===== src/rtl/maxpool2x2_stream_if.sv =====
// Valid/ready stream bundle used on both sides of the 2x2 max-pool block.
// The source side carries no frame marker, so last appears only on the master modport.
interface maxpool2x2_stream_if #(
  parameter int WIDTH = 16
) ();
  logic [WIDTH-1:0] data;
  logic             valid;
  logic             ready;
  logic             last;

  modport master (output data, output valid, output last, input ready);
  modport slave  (input data, input valid, output ready);
endinterface


===== src/rtl/maxpool2x2_stream.sv =====
// Streaming 2x2 stride-2 signed max-pool over a raster-ordered H x W map.
// Even rows leave per-column-pair partial maxima in a line buffer; odd rows finish them.
module maxpool2x2_stream #(
  parameter int DATA_WIDTH = 16,
  parameter int H          = 4,
  parameter int W          = 4,
  parameter int D          = 1
) (
  input  logic                  clk,
  input  logic                  rst,
  maxpool2x2_stream_if.slave    in_s,
  maxpool2x2_stream_if.master   out_s
);

  localparam int PW = DATA_WIDTH * D;
  localparam int CW = $clog2(W);
  localparam int RW = $clog2(H);
  localparam int LD = W / 2;
  localparam int LW = (LD > 1) ? $clog2(LD) : 1;

  typedef enum logic {EVEN_ROW, ODD_ROW} state_t;

  state_t          state, state_next;
  logic [CW-1:0]   col;
  logic [RW-1:0]   row;
  logic [PW-1:0]   hp;
  logic [PW-1:0]   linebuf [LD];
  logic [LW-1:0]   lidx;
  logic            accept;
  logic            col_last;
  logic            row_last;
  logic            completes;
  logic [PW-1:0]   pair_max;
  logic [PW-1:0]   pool_max;

  function automatic logic [DATA_WIDTH-1:0] smax(input logic [DATA_WIDTH-1:0] a,
                                                 input logic [DATA_WIDTH-1:0] b);
    return ($signed(a) >= $signed(b)) ? a : b;
  endfunction

  // Stall only while an output is waiting, even if this beat would not produce one.
  assign in_s.ready = !out_s.valid || out_s.ready;
  assign accept     = in_s.valid && in_s.ready;
  assign col_last   = (col == CW'(W - 1));
  assign row_last   = (row == RW'(H - 1));
  assign lidx       = LW'(col >> 1);
  assign completes  = accept && col[0] && (state == ODD_ROW);

  always_comb begin
    pair_max = '0;
    pool_max = '0;
    for (int d = 0; d < D; d++) begin
      pair_max[d*DATA_WIDTH +: DATA_WIDTH] = smax(hp[d*DATA_WIDTH +: DATA_WIDTH],
                                                  in_s.data[d*DATA_WIDTH +: DATA_WIDTH]);
      pool_max[d*DATA_WIDTH +: DATA_WIDTH] = smax(linebuf[lidx][d*DATA_WIDTH +: DATA_WIDTH],
                                                  pair_max[d*DATA_WIDTH +: DATA_WIDTH]);
    end
  end

  always_comb begin
    state_next = state;
    if (accept && col_last) begin
      if (row_last)
        state_next = EVEN_ROW;
      else
        state_next = (state == EVEN_ROW) ? ODD_ROW : EVEN_ROW;
    end
  end

  always_ff @(posedge clk) begin
    if (rst) begin
      state <= EVEN_ROW;
      col   <= '0;
      row   <= '0;
    end else begin
      state <= state_next;
      if (accept) begin
        if (col_last) begin
          col <= '0;
          row <= row_last ? '0 : row + 1'b1;
        end else begin
          col <= col + 1'b1;
        end
      end
    end
  end

  // A new completing beat in the same cycle as acceptance keeps valid high with fresh data.
  always_ff @(posedge clk) begin
    if (rst) begin
      out_s.valid <= 1'b0;
      out_s.data  <= '0;
      out_s.last  <= 1'b0;
    end else if (completes) begin
      out_s.valid <= 1'b1;
      out_s.data  <= pool_max;
      out_s.last  <= row_last && col_last;
    end else if (out_s.ready) begin
      out_s.valid <= 1'b0;
    end
  end

  always_ff @(posedge clk) begin
    if (accept) begin
      if (!col[0])
        hp <= in_s.data;
      else if (state == EVEN_ROW)
        linebuf[lidx] <= pair_max;
    end
  end

endmodule

===== src/flat_wrapper.sv =====
// flat-port wrapper written by rule: the top's interface ports become plain ports
module maxpool2x2_stream_flat 
#(
  parameter int DATA_WIDTH = 16,
  parameter int H          = 4,
  parameter int W          = 4,
  parameter int D          = 1
)
  (clk, rst, in_s_data, in_s_valid, in_s_ready, out_s_data, out_s_valid, out_s_last, out_s_ready);
  maxpool2x2_stream_if in_s_i ();
  maxpool2x2_stream_if out_s_i ();
  input  logic clk;
  input  logic rst;
  input wire logic [$bits(in_s_i.data)-1:0] in_s_data;
  input wire logic [$bits(in_s_i.valid)-1:0] in_s_valid;
  output wire logic [$bits(in_s_i.ready)-1:0] in_s_ready;
  output wire logic [$bits(out_s_i.data)-1:0] out_s_data;
  output wire logic [$bits(out_s_i.valid)-1:0] out_s_valid;
  output wire logic [$bits(out_s_i.last)-1:0] out_s_last;
  input wire logic [$bits(out_s_i.ready)-1:0] out_s_ready;
  assign in_s_i.data = in_s_data;
  assign in_s_i.valid = in_s_valid;
  assign in_s_ready = in_s_i.ready;
  assign out_s_data = out_s_i.data;
  assign out_s_valid = out_s_i.valid;
  assign out_s_last = out_s_i.last;
  assign out_s_i.ready = out_s_ready;
  maxpool2x2_stream #(.DATA_WIDTH(DATA_WIDTH), .H(H), .W(W), .D(D)) u_core (.clk(clk), .rst(rst), .in_s(in_s_i), .out_s(out_s_i));
endmodule

===== config.mk =====
export PLATFORM = sky130hd
export DESIGN_NAME = maxpool2x2_stream_flat
export DESIGN_NICKNAME = d
export VERILOG_FILES = /design/src/rtl/maxpool2x2_stream_if.sv /design/src/rtl/maxpool2x2_stream.sv /design/src/flat_wrapper.sv
export SDC_FILE = /design/constraint.sdc
export NUM_CORES = 1
export LEC_CHECK = 0
export BUFFER_PORTS_ARGS = -buffer_cell sky130_fd_sc_hd__buf_2
export CAP_MARGIN = 20
export CORE_MARGIN = 5
export CORE_UTILIZATION = 55
export DETAILED_ROUTE_END_ITERATION = 10
export PLACE_DENSITY = 0.74
export SETUP_SLACK_MARGIN = 0.1
export SLEW_MARGIN = 20
export SYNTH_ARGS = -nofsm -noshare
export SYNTH_HDL_FRONTEND = slang
export SYNTH_SLANG_ARGS = --single-unit

===== constraint.sdc =====
create_clock -name clk -period 4.6 [get_ports clk]
set_input_delay 0.23 -clock clk [delete_from_list [all_inputs] [get_ports clk]]
set_output_delay 0.23 -clock clk [all_outputs]
set_load 0.005 [all_outputs]

# Word-level counts from Yosys, hierarchy flattened
# Memories as Yosys holds them, arrays and structs flattened. A register that Yosys moved wholly into a read port is not among the register bits.
# Cells that the tools add are included.
[classes]
addsub = 2
order_cmp = 2
n_eq_ne = 2
muxes = 13
n_bitwise = 1
n_reduce_logical = 10
[ops]
columns = ["op", "count"]
rows = [
  [">= comparator 16 bit", 2],
  ["2-to-1 mux 16 bit", 2],
  ["2-to-1 mux 1 bit", 9],
  ["logical AND 1 bit", 5],
  ["adder 2 x 1 -> 2 bit, second input constant", 2],
  ["equality test 2 bit, second input constant", 2],
  ["2-to-1 mux 2 bit", 2],
  ["AND reduction 2 bit", 2],
  ["nonzero test 2 bit", 1],
  ["zero test 1 bit", 1],
  ["logical OR 1 bit", 1],
  ["inverter 1 bit", 1],
]
[totals]
ff_bits = 39
ramBits = 32
inputBits = 20
out_inout_bits = 19
word_cells = 38
mem_count = 1
[memory_table]
columns = ["name", "words", "word_bits", "rd", "rd_ports_with_merged_regs", "wr", "line", "rtl"]
rows = [
  ["u_core.linebuf", 2, 16, 1, 1, 1, "maxpool2x2_stream.sv:27", "logic [PW-1:0] linebuf [LD];"],
]

# Longest topological paths before layout
[logic_depth]
ltp_word = 6
ltp_mapped = 18
mapped_depth_nobuf = 14

# Worst setup path after synthesis
# No wires, ideal clock.
[synth_timing]
path_kind = "register to register"
from = "register u_core.hp[15]"
to = "register u_core.out_s.data[3]"
setup_time_ps = 126
t_arrival_ps = 3864
t_required_ps = 4474
slack_ps = 610
path_stages_with_launch = 17
n_path_buf = 3
synth_period_minus_slack_ps = 3990
path_cell_list = "edfxtp_1 -> ha_1 -> buf_6 -> nand4_2 -> nor4_1 -> nor3_4 -> buf_6 -> mux2i_1 -> mux2_4 -> ha_1 -> nand4_1 -> or3_1 -> a2111o_1 -> a31o_2 -> nand2_4 -> buf_6 -> o21ai_0"
[synth_via]
elab_chain_cells = 4
[synth_lines]
columns = ["element", "line", "rtl"]
rows = [
  ["start: declaration", "maxpool2x2_stream.sv:26", "logic [PW-1:0] hp;"],
  ["start signal: assignment", "maxpool2x2_stream.sv:106", "hp <= in_s.data;"],
  [">= comparator 16 bit", "maxpool2x2_stream.sv:38", "return ($signed(a) >= $signed(b)) ? a : b;"],
  ["2-to-1 mux 16 bit *", "maxpool2x2_stream.sv:38", ""],
  [">= comparator 16 bit", "maxpool2x2_stream.sv:38", ""],
  ["2-to-1 mux 16 bit *", "maxpool2x2_stream.sv:38", ""],
  ["end signal: assignment", "maxpool2x2_stream.sv:96", "out_s.data <= pool_max;"],
  ["end: declaration", "maxpool2x2_stream_if.sv:11", "modport master (output data, output valid, output last, input ready);"],
]
# Every way passes the cells marked *; elsewhere a longest branch is shown, timed or not.
# A chain may end at the register's enable or synchronous reset.

# Final worst setup path
[layout_timing]
from = "register u_core.hp[13]"
to = "register u_core.out_s.data[10]"
# Same word-level chain as after synthesis.

==> results.cfg <==
[pwr]
peakVddDrop_mv = 0.194
cellLeakagePower_nw = 1.98
p_per_area_mw_per_mm2 = 346

[placed_design]
place_congestion = 0.799
place.detailed.hpwl_um = 5690
port_buffers = 38
place_area_mm2 = 0.00427

[synth]
yosysSeqAreaShare_pct = 48.0
synth_edf_count = 48
mappedNetlistArea_mm2 = 0.00400
ys.flop_type = edfxtp_1
synth_fp_nets = 381
ys_seq_elements = 72
ys_async_sr_fraction_pct = 0
synth_area_leaders = edfxtp_1, dfxtp_1, ha_1
yosysMostFrequentCell = edfxtp_1
synth_top_area_share_pct = 36.0
avgSynthCellArea_um2 = 12.2
yosysWarnings = 0
synth_cell_type_count = 44
synth_cells = 327
synth_top_area_cell = edfxtp_1
synthTopCellsByCount = edfxtp_1, ha_1, mux2i_1

[min_path]
hold_start = in_s_data[7]
hold_path_depth = 1
min_path_type = primary input to flip-flop

[cts]
clk_pin_slew_ns = 0.08
htree_levels = 3
clock_latency_ns = 0.35
cts_buffer_depth = 2
cts_hold_buffers = 0
cts_tree = done
cts_root_buf = clkbuf_8
clock_sinks = 72
cts_buffers = 9

[sta]
period_needed_ns = 4.25
worst_pin_slew_ns = 0.869
hold_viol = 0
maxSlewHeadroom_pct = 42.0
slew_violations = 0
rsz0062_at_grt = false
setup_viol = 0
max_freq_mhz = 235
fin_crit_sh_pct = 92.3
skew_ns = 0.0102
fin_tns_setup_ns = 0

[worst_setup_path]
r2r_cells = 13
cp-startpoint = u_core.hp[13]
crit_arrival_ns = 4.53
cp_max_fo = 15
worstSetupPathType = flip-flop to flip-flop
r2r-start = u_core.hp[13]
cp-start-kind = flip-flop
endpoint_kind = flip-flop
required_ns = 4.88

[routing]
wire_per_inst_um = 16.4
drc = 0
wl_um = 7820
dr.pass1.iters = 4
drt_iter0_markers = 101
drt-vias-per-instance = 5.62
ant_nets = 0
vias = 2675

[die]
core-area_mm2 = 0.00718
die_height_um = 95.3
initial_utilization_pct = 55.7
die_x_um = 95.3
row_count = 31
io_pins = 39
die_area_mm2 = 0.00908

[finish]
nFillCells = 568
drive_above_1_share_pct = 28.1
layout.nets = 426
post-route-util_pct = 62.9
area_delta_synth_final_pct = 12.9
antenna_cells = 0
fin_area_mm2 = 0.00452

[global_route]
grt_max_degree = 19
gr-total-overflow = 0
grt_usage_pct = 18.7
antenna_found_initial = 0
grt_pass1_wl_um = 12600
grt_pass1_vias = 2618

[status]
status = finished clean

[run]
cap_violations = 0
-- worst max-delay path: stages, from the launching register on --
cell and delay [ns]:
edfxtp_1 0.42, ha_1 0.34, a21o_1 0.21, a21o_1 0.19, a22o_1 0.17, or3_1 0.51
mux2_4 0.39, ha_1 0.31, nand4_1 0.12, or3_1 0.41, a2111o_1 0.43, a31oi_4 0.43
a22oi_1 0.16, o21ai_2 0.09
-- metal layers --
metal,GRT usage (%),vias to the layer above,wire (µm)
met4,5.77,0,97
li1,-,1316,-
met2,30.0,56,3680
met3,5.29,9,415
met1,24.4,1294,3630
met5,0,-,0
-- cell type report --
class,count,area (µm²),share of cell area [%]
tap,99,124,2.74
inverter,32,120,2.66
multi-input combinational,212,1880,41.5
sequential,72,1920,42.5
clock buffer,13,201,4.46
timing repair buffer,45,255,5.65
clock inverter,3,18.8,0.416
-- worst paths after layout --
check	to	slack, ns
worst min register to register	u_core.out_s.last	0.46
worst min-delay path	u_core.hp[7]	0.1
worst max-delay path	u_core.out_s.data[10]	0.35
worst max register to register	u_core.out_s.data[10]	0.35
-- cell usage in the layout (no fill, tap or decap), drive strengths merged, types with 2 or more instances in the layout --
master  count
ha         34
buf        45
dfxtp      24
a21o        4
mux2       30
clkinv      3
nand3       3
o21a        2
clkbuf     13
nand4       6
nor3        5
a22oi      15
a21oi      18
nor2        9
or3         3
inv        32
edfxtp     48
nand2      14
mux2i      34
o21ai      17
a31o        2
nor2b       2
-- sequential cells by signal, summed over array words and instances, names as in the netlist, named ones only --
register,count
u_core.linebuf,32
u_core.hp,16
u_core.out_s.last,1
u_core.out_s.valid,1
u_core.row,2
u_core.out_s.data,16
u_core.col,2
u_core.state,1
-- stage by stage --
step | worst slack (ns) | cells | hold slack, ns | power, mW
final | 0.353 | 476 | 0.0972 | 1.56
after global routing | 0.121 | 476 | 0.0804 | 1.64
after CTS | 0.300 | 474 | 0.0885 | 1.57
after detailed placement | 0.340 | 458 | 0.454 | 1.05
after global placement | 0.414 | 458 | 0.440 | 1.03
after floorplan | 0.610 | 327 | 0.329 | 0.977
-- logic make-up (layout without fill, tap and decap cells) --
| group | count (synthesis) | after routing | synth area share [%] |
|---|---|---|---|
| compound gates | 66 | 66 | 11.6 |
| fa+ha+maj | 34 | 34 | 10.6 |
| buf+inv | 43 | 93 | 5.29 |
| flops | 72 | 72 | 48.0 |
| mux | 64 | 64 | 17.8 |
| simple gates | 48 | 48 | 6.60 |
-- repair_timing --
item	CTS	global route
buffers inserted	0	2
setup endpoints to repair	0	15
resized for setup	0	0
-- power breakdown --
part / switching (mW) / total, mW / internal [mW]
clock network: 0.235 / 0.525 / 0.290
registers: 0.0148 / 0.738 / 0.723
logic: 0.164 / 0.301 / 0.137
Note: power is estimated with default switching activity, not from simulation.
